[config.mk]
export PLATFORM = sky130hd
export DESIGN_NAME = seven_seg_scanner
export DESIGN_NICKNAME = d
export VERILOG_FILES = /design/src/rtl/seven_seg_scanner.sv
export SDC_FILE = /design/constraint.sdc
export NUM_CORES = 1
export LEC_CHECK = 0
export CORE_ASPECT_RATIO = 0.5
export CORE_UTILIZATION = 47
export DETAILED_ROUTE_END_ITERATION = 10
export PLACE_DENSITY_LB_ADDON = 0.25
export SYNTH_ARGS = -nofsm -noshare
export SYNTH_HDL_FRONTEND = slang
export SYNTH_SLANG_ARGS = --single-unit
[constraint.sdc]
create_clock -name clk_i -period 3 [get_ports clk_i]
set_input_delay 0.45 -clock clk_i [delete_from_list [all_inputs] [get_ports clk_i]]
set_output_delay 0.45 -clock clk_i [all_outputs]
set_load 0.02 [all_outputs]
[src/rtl/seven_seg_scanner.sv]
// seven_seg_scanner: multiplexes four hex digits onto a common-anode 7-segment display, tear-free per frame.
// Optional macro SEVEN_SEG_LEADING_ZERO_BLANK_EN blanks a zero value in slots 1 and 3.
module seven_seg_scanner #(
    parameter int SLOT_CYCLES  = 50000,
    parameter int BLANK_CYCLES = 500
) (
    input  logic       clk_i,
    input  logic       rst_ni,
    input  logic       digit0_en_i,
    input  logic       digit1_en_i,
    input  logic       digit2_en_i,
    input  logic       digit3_en_i,
    input  logic [3:0] digit0_i,
    input  logic [3:0] digit1_i,
    input  logic [3:0] digit2_i,
    input  logic [3:0] digit3_i,
    output logic [3:0] anode_o,
    output logic [6:0] segments_o,
    output logic       dp_o
);
    localparam int PW = $clog2(SLOT_CYCLES);
    typedef enum logic {BLANK, SHOW} state_t;
    logic [19:0] w_in, r_sync1, r_sync2, r_snap;
    logic [PW-1:0] r_pre, w_pre_next;
    logic [1:0] r_idx;
    logic w_wrap, w_en, w_lit;
    logic [3:0] w_val, w_ens;
    logic [6:0] w_seg;
    state_t r_state, w_state_next;
    assign w_in = {digit3_en_i, digit2_en_i, digit1_en_i, digit0_en_i, digit3_i, digit2_i, digit1_i, digit0_i};
    assign w_wrap = r_pre == PW'(SLOT_CYCLES - 1);
    assign w_ens = r_snap[19:16];
    assign w_en = w_ens[r_idx];
    assign w_val = r_snap[{r_idx, 2'b00} +: 4];
    assign dp_o = 1'b1;
    always_comb begin
        w_pre_next = w_wrap ? '0 : r_pre + PW'(1);
        w_state_next = (w_pre_next < PW'(BLANK_CYCLES)) ? BLANK : SHOW;
`ifdef SEVEN_SEG_LEADING_ZERO_BLANK_EN
        w_lit = (r_state == SHOW) && w_en && !(r_idx[0] && w_val == 4'h0);
`else
        w_lit = (r_state == SHOW) && w_en;
`endif
    end
    always_comb begin
        w_seg = 7'h7F;
        case (w_val)
            4'h0: w_seg = 7'b1000000;
            4'h1: w_seg = 7'b1111001;
            4'h2: w_seg = 7'b0100100;
            4'h3: w_seg = 7'b0110000;
            4'h4: w_seg = 7'b0011001;
            4'h5: w_seg = 7'b0010010;
            4'h6: w_seg = 7'b0000010;
            4'h7: w_seg = 7'b1111000;
            4'h8: w_seg = 7'b0000000;
            4'h9: w_seg = 7'b0010000;
            4'hA: w_seg = 7'b0001000;
            4'hB: w_seg = 7'b0000011;
            4'hC: w_seg = 7'b1000110;
            4'hD: w_seg = 7'b0100001;
            4'hE: w_seg = 7'b0000110;
            default: w_seg = 7'b0001110;
        endcase
    end
    always_ff @(posedge clk_i) begin
        if (!rst_ni) begin
            r_sync1 <= '0;
            r_sync2 <= '0;
            r_snap <= '0;
            r_pre <= '0;
            r_idx <= '0;
            r_state <= BLANK;
            anode_o <= 4'hF;
            segments_o <= 7'h7F;
        end else begin
            r_sync1 <= w_in;
            r_sync2 <= r_sync1;
            if (w_wrap && r_idx == 2'd3) r_snap <= r_sync2;
            r_pre <= w_pre_next;
            if (w_wrap) r_idx <= r_idx + 2'd1;
            r_state <= w_state_next;
            anode_o <= w_lit ? ~(4'b0001 << r_idx) : 4'hF;
            segments_o <= w_lit ? w_seg : 7'h7F;
        end
    end
endmodule

==> results of run 1 <==
## state kept, by name (all words and copies together), names as in the netlist
signal / flops
r_sync1: 20
r_state: 1
r_snap: 20
r_sync2: 20
r_pre: 16
segments_o: 7
r_idx: 2
anode_o: 4
## metal layers
layer	up-vias	wire length (microns)	global-route usage	share of wire
met2	43	2870	0.285	0.45
met3	17	262	0.0611	0.041
met5	-	0	0	0
met1	1118	3100	0.212	0.49
li1	1280	-	-	-
met4	0	142	0.0878	0.022
## stage by stage
stage | hold slack (ps) | worst slack [ps] | utilization
2_1_floorplan | 412 | 893 | -
3_3_place_gp | 418 | 681 | 0.543
3_5_place_dp | 419 | 567 | 0.543
4_1_cts | 429 | 521 | 0.584
5_1_grt | 453 | 401 | 0.584
6_report | 429 | 532 | 0.584
## Yosys cell counts, drive strengths merged (5+ instances only)
cell type  number
mux2i           7
and2           43
dfxtp          90
a21boi         20
nor2           19
o21ai           5
nand4           5
xor2            5
inv             9
xnor2           9
buf            13
ha             11
nand2          59
nand3           9
a21oi           8
clkbuf         13
## cell families after synthesis
group                      synth area share
muxes                                0.0433
buffers and inverters                0.0473
other                               0.00101
AOI/OAI and AO/OA                     0.115
adders and majority gates            0.0372
xor gates and xnor gates             0.0331
DFF                                   0.487
and+or+nand+nor                       0.236
## worst reg2reg max path, cell delays in order (launching register included)
cell and delay [ps]:
dfxtp_1 440, ha_1 370, nand4b_1 190, or4_1 710, nand2_1 430, o21ba_2 230
## area by class of cell
type | count | area [sq um]
Clock inverter | 3 | 47.5
Inverter | 9 | 33.8
Clock buffer | 13 | 260
Fill cell | 635 | 3100
Sequential cell | 90 | 1800
Tap cell | 108 | 135
Timing Repair Buffer | 37 | 358
Multi-Input combinational cell | 247 | 1720
## power by group through the flow
stage	clock (uW)	combinational [uW]	sequential (uW)
finish	1130	76.8	1240
global route	1220	84.6	1240
CTS	1160	77.9	1240
detailed placement	0	77.6	1260
global placement	0	76.0	1260
floorplan	0	44.4	1260
## worst min-delay path by stage
stage	slack, ps	from	end	depth (start not counted)
2_1_floorplan	410	r_sync1[0]	r_sync2[0]	1
3_3_place_gp	420	r_sync1[4]	r_sync2[4]	1
3_5_place_dp	420	r_sync1[19]	r_sync2[19]	1
4_1_cts	430	r_sync1[10]	r_sync2[10]	1
5_1_grt	450	r_sync1[10]	r_sync2[10]	1
6_report	430	r_sync1[10]	r_sync2[10]	1
==> flow_summary.toml, run 1 <==
[job]
cap_violations = 0

[power_and_ir_drop]
leakagePower_uw = 0.00154
powerDensity_nw_per_um2 = 561
vdd_drop_max_v = 0.000335
clkPwrFrac = 0.463
netSwitchingPower_uw = 479
p_int_uw = 1970
p_seq_frac = 0.505
design_power_total_uw = 2450
share_comb_of_total_power = 0.031
swShare = 0.196

[synth]
synth.distinct_cells = 45
syn_area_sq_um = 3700
synth_top_area_share = 0.487
ys.flop_type = "dfxtp_1"
ys_seq_area_frac = 0.487
post_synth.cell_area_avg_sq_um = 9.95
ys_top_cells_by_area = "dfxtp_1 (49%), and2_1 (7.3%), a21boi_2 (6.1%), nand2_1 (4.0%), ha_1 (3.7%)"
synth_nets = 405
postSynthCellCount = 372
ys_async_sr_fraction = 0
ys_ff_latch = 90
yosysWarnings = 0
yosys.area.top_type = "dfxtp_1"
synth_edf_count = 0

[finish]
fin_area_sq_um = 4360
stdcell_count = 507
area_growth_pct = 17.8
diodes = 0
layout-drive-gt1-share = 0.175
final_common_cell = "dfxtp_1"
layout_common_cells = "dfxtp_1 (90), and2_1 (43), nand2_1 (39), clkdlybuf4s50_1 (32)"
nets = 427

[place]
dpl_cell_area_sq_um = 4050
dp.cells = 491
gp_congestion = 0.840
hpwl_microns = 4380
port_buffers = 32

[clock_tree]
cts_setup_buffers = 0
path_clk_slew_ps = 60
cts_sinks = 90
cts_root_buf = "clkbuf_16"
numCtsBuffers = 9
cts-resized-gates = 0
cts_hold_buf = 0
htree_num_levels = 3
ctsLongestPathBuffers = 2
cts_tree = "done"
insertion_delay_ps = 330

[global_routing]
grt_max_degree = 31
antenna_found_initial = 0
grt_overflow = 0
grt_pass1_wl_microns = 11100
grtUsageTotal = 0.177
first_global_vias = 2433

[routing]
viasPerCell = 4.85
drt-wirelength-per-cell_microns = 12.6
drt_wl_total_microns = 6380
dr_total_vias = 2458
drc_errors = 0
drt_iter0_markers = 132
ant_nets = 0
first_pass_iters = 4

[critical_path]
path_cells = "ha_1, nand4b_1, or4_1, nand2_1, o21ba_2"
slowest_stage = "or4_1"
cp_top_family = "simple AND/OR/NAND/NOR gates"
crit_required_ps = 3230
timing.rr.end = "r_pre[15]"
worstPathMaxFanout = 14
worst_ep_arrival_time_ps = 2690
path_class = "flop to flop"
path_buf_inv = 0
critPathLaunchType = "flop"
worst_path_largest_cell_delay_ps = 710
path_depth = 5
timing.rr.start = "r_pre[1]"
worstSetupStartpoint = "r_pre[1]"
ff2ff_path_depth = 5
crit_path_end_kind = "flop"
rrSetupSlack_ps = 530
endpoint = "r_pre[15]"

[die]
die_area_sq_um = 8250
rows = 22
initial_utilization = 0.496
io_pins = 34
die_h_microns = 64.7
core_area_sq_um = 7460
die_width_microns = 127

[timing]
grt_setup_unrepaired = "false"
finalCritPeriodShare = 0.823
slew-limit-headroom = 0.480
drv_slew = 0
clock_skew_ps = 5.56
fin_setup_tns_ps = 0
layout_min_cycle_time_ps = 2470
tightest_slew_ps = 780
max_freq_mhz = 405
hold_viol = 0
setup_viol = 0

[status]
status = "complete, no violations"

[min_path]
hp-class = "flop to flop"
(Power assumes the default switching activity.)
==> inputs of run 2 (changes only) <==
Clock period 3 ns to 2.07 ns, I/O delays scaled along.
==> run 2 against run 1 <==
Against the previous run:
- first-iteration DRC count is 8.3% lower
- count of clock-buffer cells in the layout down 2
- core utilization rose by 1.5 points
- register-to-register slack got worse by 470 ps
- sequential power up 44%
- non-clock buffer count grew 13
- critical path depth is 2 higher
- worst setup slack got worse by 470 ps
- cell area grew 2.6%
- sequential share of layout area is 0.93 points lower
- via count rose by 5.6%
- largest power group unchanged
==> flow_summary.toml, run 2 (synthesized netlist as in run 1, its figures left out) <==
[critical_path]
worst_ep_arrival_time_ps = 2260
slowest_stage = "or4b_2"
timing.rr.end = "r_state"
worst_path_largest_cell_delay_ps = 620
worstPathMaxFanout = 8
rrSetupSlack_ps = 70
path_cells = "ha_1, buf_4, o21ba_2, a22o_1, a211oi_1, or4b_2, o211ai_1"
critPathLaunchType = "flop"
worstSetupStartpoint = "r_pre[0]"
crit_required_ps = 2330
cp_top_family = "simple AND/OR/NAND/NOR gates"
path_buf_inv = 1
ff2ff_path_depth = 7
path_class = "flop to flop"
crit_path_end_kind = "flop"
timing.rr.start = "r_pre[0]"

[min_path]
hp-start = "r_sync1[19]"
hp-class = "flop to flop"
holdPathEnd = "r_sync2[19]"
holdPathStages = 1

[timing]
fin_setup_tns_ps = 0
grt_setup_unrepaired = "false"
hold_viol = 0
layout_min_cycle_time_ps = 2000
drv_slew = 0
finalCritPeriodShare = 0.968
setup_viol = 0
max_freq_mhz = 499
clock_skew_ps = 5.78

[finish]
layout-drive-gt1-share = 0.223
utilization = 0.599
area_growth_pct = 20.9
nets = 441
final_common_cell = "dfxtp_1"
layout_common_cells = "dfxtp_1 (86), and2_1 (43), nand2_1 (39), clkdlybuf4s50_1 (32)"
reg_top3 = "r_snap: 20 flops, r_sync1: 20 flops, r_sync2: 20 flops"
diodes = 0

[routing]
drt_iter0_markers = 121
viasPerCell = 4.98
drc_errors = 0
dr_total_vias = 2596
ant_nets = 0
drt-wirelength-per-cell_microns = 12.9
first_pass_iters = 4
drt_wl_total_microns = 6710

[status]
status = "complete, no violations"

[power_and_ir_drop]
powerDensity_nw_per_um2 = 767
swShare = 0.212
clkPwrFrac = 0.444
p_int_uw = 2700
leakagePower_uw = 0.00161
netSwitchingPower_uw = 727
vdd_drop_max_v = 0.000505
p_seq_frac = 0.522
share_comb_of_total_power = 0.034

[place]
hpwl_microns = 4540
port_buffers = 32
gp_congestion = 0.840

[global_routing]
grtUsageTotal = 0.176
first_global_vias = 2531
grt_max_degree = 43
grt_pass1_wl_microns = 11300
grt_overflow = 0
antenna_found_initial = 0

[clock_tree]
cts_root_buf = "clkbuf_16"
cts_hold_buf = 0
path_clk_slew_ps = 60
cts_tree = "done"
insertion_delay_ps = 340
cts_sinks = 90
cts_setup_buffers = 0
numCtsBuffers = 9
ctsLongestPathBuffers = 2
htree_num_levels = 3

[die]
die_h_microns = 64.7
io_pins = 34
die_area_sq_um = 8250
core_area_sq_um = 7460
initial_utilization = 0.496
die_width_microns = 127
rows = 22

[job]
cap_violations = 0
-- run 2: changes by cell type in the layout (fill, tap and decap cells not counted), moves of 2 or more --
cell | previous run | this run
buf_4 | 5 | 17
clkinv_2 | 0 | 2
dfxtp_2 | 0 | 4
dfxtp_1 | 90 | 86
-- run 2: per-stage QoR --
step | hold slack, ps | cell area [sq um] | std cells | total power (uW) | setup slack, ps
global route | 449 | 4470 | 521 | 3550 | 1.13
global placement | 415 | 4160 | 504 | 1940 | 101
detailed placement | 420 | 4160 | 504 | 1950 | 10.4
floorplan | 412 | 3700 | 372 | 1890 | 19.5
CTS | 436 | 4450 | 520 | 3460 | 55.2
finish | 434 | 4470 | 521 | 3430 | 66.5
-- run 2: timing repair --
item / 4_1_cts / 5_1_grt
pin swaps: 0 / 1
resized for setup: 1 / 5
cloned: 0 / 1
setup endpoints to repair: 7 / 22
-- run 2: worst max-delay path by stage --
stage,endpoint,depth (start not counted)
finish,r_state,7
global route,r_state,7
CTS,r_snap[19],6
detailed placement,r_snap[19],6
global placement,r_snap[15],6
floorplan,r_snap[0],9
-- run 2: layer usage --
layer  GRT usage  part of all wire
met1       0.208              0.48
met5           0                 0
met4      0.0610            0.0061
met3      0.0603             0.051
met2       0.301              0.46
-- run 2: area by class of cell --
type	instances	area, sq um
Clock buffer	11	243
Clock inverter	5	38.8
Fill cell	635	2990
Inverter	9	33.8
Multi-Input combinational cell	248	1750
Sequential cell	90	1810
Tap cell	108	135
Timing Repair Buffer	50	468
-- run 2: power groups by stage --
stage | Combinational [uW] | Clock [uW] | Sequential (uW)
CTS | 116 | 1550 | 1790
global route | 127 | 1630 | 1790
global placement | 113 | 0 | 1830
finish | 115 | 1520 | 1790
floorplan | 64.4 | 0 | 1820
detailed placement | 116 | 0 | 1830
